$ cat src/rtl/hex_keypad_scanner.sv
// 4x4 hex keypad scanner: active-low column scan, synchronized row sampling,
// frame-based press/release debounce and a 16-bit shift-in entry register.
module hex_keypad_scanner #(
    parameter int unsigned SCAN_DIV        = 4096,
    parameter int unsigned DEBOUNCE_FRAMES = 8
) (
    input  logic        clk,
    input  logic        reset,
    input  logic [3:0]  row,
    input  logic        clr,
    output logic [3:0]  col,
    output logic        key_valid,
    output logic [3:0]  key_code,
    output logic        key_held,
    output logic [15:0] entry
);

    localparam int unsigned   CW        = (SCAN_DIV > 1) ? $clog2(SCAN_DIV) : 1;
    localparam logic [CW-1:0] SCAN_LAST = CW'(SCAN_DIV - 1);
    localparam logic [7:0]    DB_LAST   = 8'(DEBOUNCE_FRAMES);

    typedef enum logic [1:0] {
        S_IDLE,
        S_DEBOUNCE,
        S_HELD,
        S_RELEASE
    } state_t;

    logic [CW-1:0] scan_cnt_q, scan_cnt_d;
    logic [1:0]    col_idx_q, col_idx_d;
    logic [3:0]    col_q, col_d;
    logic [3:0]    row_s1_q, row_s2_q;
    logic [1:0]    hit_cnt_q, hit_cnt_d;
    logic [3:0]    hit_code_q, hit_code_d;
    state_t        state_q, state_d;
    logic [7:0]    cnt_q, cnt_d;
    logic [3:0]    cand_q, cand_d;
    logic          key_valid_q, key_valid_d;
    logic [3:0]    key_code_q, key_code_d;
    logic          key_held_q, key_held_d;
    logic [15:0]   entry_q, entry_d;

    logic       phase_end, frame_done;
    logic [3:0] pressed;
    logic [2:0] col_hits, tot3;
    logic [1:0] col_sat, frame_hits, hit_row;
    logic [3:0] frame_code;
    logic       accept, release_done;
    logic [7:0] cnt_inc;

    // Scan timing: column index and the one-hot-low drive advance together.
    always_comb begin
        phase_end  = (scan_cnt_q == SCAN_LAST);
        frame_done = phase_end && (col_idx_q == 2'd3);
        scan_cnt_d = phase_end ? '0 : scan_cnt_q + CW'(1);
        col_idx_d  = phase_end ? col_idx_q + 2'd1 : col_idx_q;
        col_d      = phase_end ? {col_q[2:0], col_q[3]} : col_q;
    end

    // Count pressed rows in the current column and locate the (single) hit.
    always_comb begin
        pressed  = ~row_s2_q;
        col_hits = '0;
        hit_row  = '0;
        for (int i = 0; i < 4; i++) begin
            if (pressed[i]) begin
                col_hits = col_hits + 3'd1;
                hit_row  = 2'(i);
            end
        end
        col_sat    = (col_hits >= 3'd2) ? 2'd2 : col_hits[1:0];
        tot3       = {1'b0, hit_cnt_q} + {1'b0, col_sat};
        frame_hits = (tot3 >= 3'd2) ? 2'd2 : tot3[1:0];
        frame_code = (hit_cnt_q != 2'd0) ? hit_code_q : {hit_row, col_idx_q};
        hit_cnt_d  = hit_cnt_q;
        hit_code_d = hit_code_q;
        if (phase_end) begin
            hit_cnt_d  = frame_done ? 2'd0 : frame_hits;
            hit_code_d = frame_code;
        end
    end

    // Debounce FSM: frame_hits is 0 (NONE), 1 (SINGLE) or 2 (MULTI, saturated).
    always_comb begin
        state_d      = state_q;
        cnt_d        = cnt_q;
        cand_d       = cand_q;
        accept       = 1'b0;
        release_done = 1'b0;
        cnt_inc      = cnt_q + 8'd1;
        if (frame_done) begin
            unique case (state_q)
                S_IDLE: begin
                    if (frame_hits == 2'd1) begin
                        state_d = S_DEBOUNCE;
                        cand_d  = frame_code;
                        cnt_d   = 8'd1;
                    end
                end
                S_DEBOUNCE: begin
                    if (frame_hits == 2'd1 && frame_code == cand_q) begin
                        if (cnt_inc == DB_LAST) begin
                            accept  = 1'b1;
                            state_d = S_HELD;
                            cnt_d   = 8'd0;
                        end else begin
                            cnt_d = cnt_inc;
                        end
                    end else if (frame_hits == 2'd1) begin
                        cand_d = frame_code;
                        cnt_d  = 8'd1;
                    end else begin
                        state_d = S_IDLE;
                        cnt_d   = 8'd0;
                    end
                end
                S_HELD: begin
                    if (frame_hits == 2'd0) begin
                        state_d = S_RELEASE;
                        cnt_d   = 8'd1;
                    end
                end
                S_RELEASE: begin
                    if (frame_hits == 2'd0) begin
                        if (cnt_inc == DB_LAST) begin
                            state_d      = S_IDLE;
                            cnt_d        = 8'd0;
                            release_done = 1'b1;
                        end else begin
                            cnt_d = cnt_inc;
                        end
                    end else begin
                        state_d = S_HELD;
                        cnt_d   = 8'd0;
                    end
                end
                default: begin
                    state_d = S_IDLE;
                    cnt_d   = 8'd0;
                end
            endcase
        end
    end

    // An accept and a clear in the same cycle leave only the new code.
    always_comb begin
        key_valid_d = accept;
        key_code_d  = accept ? cand_q : key_code_q;
        key_held_d  = accept ? 1'b1 : (release_done ? 1'b0 : key_held_q);
        if (accept)
            entry_d = clr ? {12'h000, cand_q} : {entry_q[11:0], cand_q};
        else
            entry_d = clr ? 16'h0000 : entry_q;
    end

    always_ff @(posedge clk or posedge reset) begin
        if (reset) begin
            scan_cnt_q  <= '0;
            col_idx_q   <= 2'd0;
            col_q       <= 4'b1110;
            row_s1_q    <= 4'b1111;
            row_s2_q    <= 4'b1111;
            hit_cnt_q   <= 2'd0;
            hit_code_q  <= 4'h0;
            state_q     <= S_IDLE;
            cnt_q       <= 8'd0;
            cand_q      <= 4'h0;
            key_valid_q <= 1'b0;
            key_code_q  <= 4'h0;
            key_held_q  <= 1'b0;
            entry_q     <= 16'h0000;
        end else begin
            scan_cnt_q  <= scan_cnt_d;
            col_idx_q   <= col_idx_d;
            col_q       <= col_d;
            row_s1_q    <= row;
            row_s2_q    <= row_s1_q;
            hit_cnt_q   <= hit_cnt_d;
            hit_code_q  <= hit_code_d;
            state_q     <= state_d;
            cnt_q       <= cnt_d;
            cand_q      <= cand_d;
            key_valid_q <= key_valid_d;
            key_code_q  <= key_code_d;
            key_held_q  <= key_held_d;
            entry_q     <= entry_d;
        end
    end

    assign col       = col_q;
    assign key_valid = key_valid_q;
    assign key_code  = key_code_q;
    assign key_held  = key_held_q;
    assign entry     = entry_q;

endmodule

$ cat config.mk
export PLATFORM = sky130hd
export DESIGN_NAME = hex_keypad_scanner
export DESIGN_NICKNAME = d
export VERILOG_FILES = /design/src/rtl/hex_keypad_scanner.sv
export SDC_FILE = /design/constraint.sdc
export NUM_CORES = 1
export LEC_CHECK = 0
export BUFFER_PORTS_ARGS = -buffer_cell sky130_fd_sc_hd__buf_2
export CAP_MARGIN = 5
export CORE_MARGIN = 3
export CORE_UTILIZATION = 45
export CTS_CLUSTER_DIAMETER = 40
export CTS_CLUSTER_SIZE = 12
export DETAILED_ROUTE_END_ITERATION = 8
export SKIP_CTS_REPAIR_TIMING = 1
export SLEW_MARGIN = 20
export SYNTH_ARGS = -nofsm -noshare
export SYNTH_HDL_FRONTEND = slang
export SYNTH_SLANG_ARGS = --single-unit
$ cat constraint.sdc
create_clock -name clk -period 5.52 [get_ports clk]
set_clock_uncertainty 0.05 [all_clocks]
set_input_delay 0 -clock clk [delete_from_list [all_inputs] [get_ports clk]]
set_output_delay 0 -clock clk [all_outputs]
set_load 0.05 [all_outputs]
==> results.txt <==
----------------------------------------------------
[Layout]
  Area Growth Syn to Fin ... 14.8%
  Finished Layout Cells ... between 400 and 500
  Number of nets at the end of the flow ... 364
  Diodes inserted ... 0
  Fraction of layout instances using a drive strength above 1 ... 22.3%

[Route]
  Drt first-iter violations ... 107
  Detailed-router iteration count before antenna repair ... 4
  Antenna-violating nets left ... 0
  Count of vias placed by the detailed router ... roughly 2,300
  Post-DR wirelength/cell ... roughly 13 um
  Drc violations ... 0
  Vias per inst ... around 5.1
  Drt total wl ... 6060 um

[Yosys]
  Synthesized-area fraction occupied by ao, oa, aoi and oai cells ... 11.5%
  Mux contribution to synthesized area ... 7.62%
  Flip-flop and latch count after synthesis ... 68
  Main flop type after synthesis ... dfrtp_1
  Share of the yosys chip area belonging to registers ... 51.7%
  Count of flip-flops with a built-in enable after synthesis ... 0
  Yosys synthesis warning count ... 0
  Number of standard cells after synthesis ... 308
  XOR/XNOR share of the synthesized area ... 4.49%
  Synthesized area per cell ... 10.8 um^2
  Main combinational cell family by area after synthesis ... simple AND/OR/NAND/NOR gates
  Share of synthesized flip-flops with an asynchronous set or reset ... 100%
  Post-Synth Adder-Cell Area ... 3.24%
  Area fraction in and, or, nand and nor cells after synthesis ... 18.3%
  Count of cell types in the netlist ... 53
  Synthesized Nets ... 323
  Cell area after technology mapping ... 3320 um^2

[Timing]
  Total negative setup slack ... 0 ps
  Worst hold slack ... 242 ps
  Setup repair after global routing missed its margin ... false
  F_max ... 0.234 GHz
  Worst max-slew margin expressed relative to the limit ... between 30% and 40%
  Slew at the pin with the worst max-slew slack ... between 900 and 1000 ps
  Max Slew Vio Count ... 0
  Number of setup violations in the final report ... 0
  Final Hold Violating Endpoints ... 0
  Time the final worst path needs with I/O delays and setup ... 4280 ps
  Part of the cycle the worst path needs ... 77.5%

[Clocking]
  Number of clock buffers inserted by TritonCTS ... 9
  TritonCTS clock tree ... yes
  Buffer cell driving the clock tree root ... clkbuf_8
  Count of clock tree sinks ... 68
  Max Root-Sink Buffers ... 2
  H-tree depth ... 3
  Latest clock arrival within the worst-skew pair ... approximately 340 ps
  Clock transition at the registers of the reported paths ... about 80 ps

[Floorplan]
  X dimension of the die ... 91.9 um
  Ports ... 33
  DIE AREA ... roughly 8400 um^2
  Row count ... 30
  Placeable core area ... 6980 um^2
  Starting density of the core ... 47.5%
  Die Height ... 91.9 um

[Power and ir drop]
  Part of the total power dissipated in sequential elements ... 52.8%
  Leakage power ... 1.75 nW
  Switching power ... roughly 0.23 mW
  Clock group share of total power ... 42.9%
  Power Internal ... 0.729 mW
  Relative contribution of combinational cells to total power ... under 10%
  Switching portion of total power ... 23.9%
  IR Drop Worst-Case VDD ... slightly below 0.2 mV
  Power density over the cells ... roughly 250 nW/um^2

[Place]
  Final weighted congestion in routability-driven placement ... 0.787
  Total of buffers placed on input and output ports ... 32
  Placed Instances ... 428
  Final HPWL from detailed placement ... between 4000 and 5000 um

[Hold path]
  Class of the worst hold path ... in -> reg

[Job]
  Count of maximum capacitance violations ... 0

[Global routing]
  Maximum number of pins on one net before global-route repair ... 69
  Wire length of the first global-routing pass ... around 10,000 um
  Fraction of met2 tracks used by global routing ... 21.7%
  Met1 track utilization from global routing ... 22.2%
  Total global-route track usage ... 15.2%
  Global-route congestion overflow total ... 0
  Initial antenna violation count ... 0
  Grt met3 use ... 4.10%
  Gr busiest metal ... met1
  Vias in the first global route ... slightly above 2,000

[Critical path]
  CP Launch Type ... register
  Critical path data arrival time ... approximately 4500 ps
  Startpoint-to-endpoint class of the critical path ... reg -> reg
  Kind of end point of the critical path ... register
  Worst-path fanout max ... 21
  Critical Path RT ... between 5000 and 6000 ps

[Run status]
  Status ... completed

----------------------------------------------------
-- path summary, 6_finish.rpt --
check / startpoint / endpoint / slack (ps) / depth (start not counted)
max in group asynchronous: reset / scan_cnt_q[10] / 4470 / 4
min reg2reg: row_s1_q[2] / row_s2_q[2] / 310 / 0
min: row[0] / row_s1_q[0] / 240 / 2
min in group asynchronous: reset / entry[11] / 390 / 4
max reg2reg: row_s2_q[1] / key_code[3] / 1240 / 15
max: row_s2_q[1] / key_code[3] / 1240 / 15
-- routing by layer --
metal / vias up / share of wire [%] / routed length (um)
met3: 8 / 4.0 / 240
met4: 0 / 1.3 / 76
met1: 1103 / 50 / 3060
met5: - / 0 / 0
met2: 35 / 44 / 2690
li1: 1169 / - / -
-- final cells by class --
cell class              count  area [um^2]
fillers                   643         3170
clock inverters             7         75.1
inverters                  11         41.3
repair buffers             40          235
well taps                  96          120
clock buffers               9          124
flip-flops and latches     68         1720
multi-input cells         219         1500
-- worst max-delay path, cell delays in order (launching register included) --
cell and delay [ps]:
dfstp_2 560, inv_1 50, ha_1 300, xnor2_1 250, ha_1 280, o31ai_1 380, o21a_1 190, ha_1 140
inv_1 50, fa_1 530, nand3_1 180, nor2_1 280, nand2_1 140, nor4_4 130, buf_4 330, mux2_1 360
-- per-stage QoR --
step	area [um^2]	util, %	power (mW)	setup slack (ps)
2_1_floorplan	3320	-	0.545	1600
3_3_place_gp	3550	50.9	0.554	1360
3_5_place_dp	3550	50.9	0.555	1220
4_1_cts	3750	53.7	0.968	1210
5_1_grt	3810	54.6	0.999	958
6_report	3810	54.6	0.958	1240
-- cells by family after synthesis --
family / Yosys count
AO/OA/AOI/OAI: 50
XOR/XNOR: 17
flip-flops: 68
adder cells (fa/ha/maj): 8
multiplexers: 24
AND/OR/NAND/NOR: 120
buffers and inverters: 21
-- Yosys cell counts (3+ instances only) --
| library cell | count | share of area [%] |
|---|---|---|
| a211oi_1 | 3 | 0.68 |
| a21o_1 | 3 | 0.68 |
| a21oi_1 | 3 | 0.45 |
| a21oi_2 | 4 | 1.1 |
| a22o_1 | 4 | 1.1 |
| a31oi_1 | 3 | 0.57 |
| and2_1 | 3 | 0.57 |
| and3_1 | 5 | 0.94 |
| and4_1 | 3 | 0.79 |
| buf_6 | 3 | 1.0 |
| clkbuf_1 | 5 | 0.57 |
| dfrtp_1 | 57 | 43 |
| dfstp_2 | 11 | 8.7 |
| ha_1 | 7 | 2.6 |
| inv_1 | 11 | 1.2 |
| mux2_1 | 4 | 1.4 |
| mux2i_1 | 17 | 5.1 |
| nand2_1 | 36 | 4.1 |
| nand3_1 | 11 | 1.7 |
| nand4_1 | 6 | 1.1 |
| nor2_1 | 33 | 3.7 |
| nor2b_1 | 3 | 0.57 |
| nor3_1 | 4 | 0.60 |
| nor3b_1 | 3 | 0.68 |
| o21a_1 | 3 | 0.68 |
| o21ai_0 | 12 | 1.8 |
| o31ai_1 | 6 | 1.4 |
| xnor2_1 | 10 | 2.6 |
| xor2_1 | 7 | 1.8 |
-- sequential cells by signal, summed over array words and instances (netlist names) --
register and flops:
cand_q 4, cnt_q 8, col 4, col_idx_q 2
entry 16, hit_cnt_q 2, hit_code_q 4, key_code 4
key_held 1, key_valid 1, row_s1_q 4, row_s2_q 4
scan_cnt_q 12, state_q 2
-- power groups by stage --
| stage | Clock [mW] | Sequential, mW | Combinational, mW |
|---|---|---|---|
| finish | 0.411 | 0.506 | 0.0410 |
| global route | 0.445 | 0.507 | 0.0467 |
| CTS | 0.423 | 0.506 | 0.0391 |
| detailed placement | 0 | 0.516 | 0.0390 |
| global placement | 0 | 0.515 | 0.0384 |
| floorplan | 0 | 0.514 | 0.0312 |
-- placed cells by master, fill, tap and decap left out, drive strengths merged, types with 9 or more instances in the layout --
| cell | instances |
|---|---|
| dfstp | 11 |
| xnor2 | 10 |
| clkbuf | 9 |
| o21ai | 12 |
| nand3 | 11 |
| nor2 | 33 |
| buf | 34 |
| nand2 | 36 |
| mux2i | 17 |
| inv | 12 |
| dfrtp | 57 |
(Power assumes the default switching activity.)
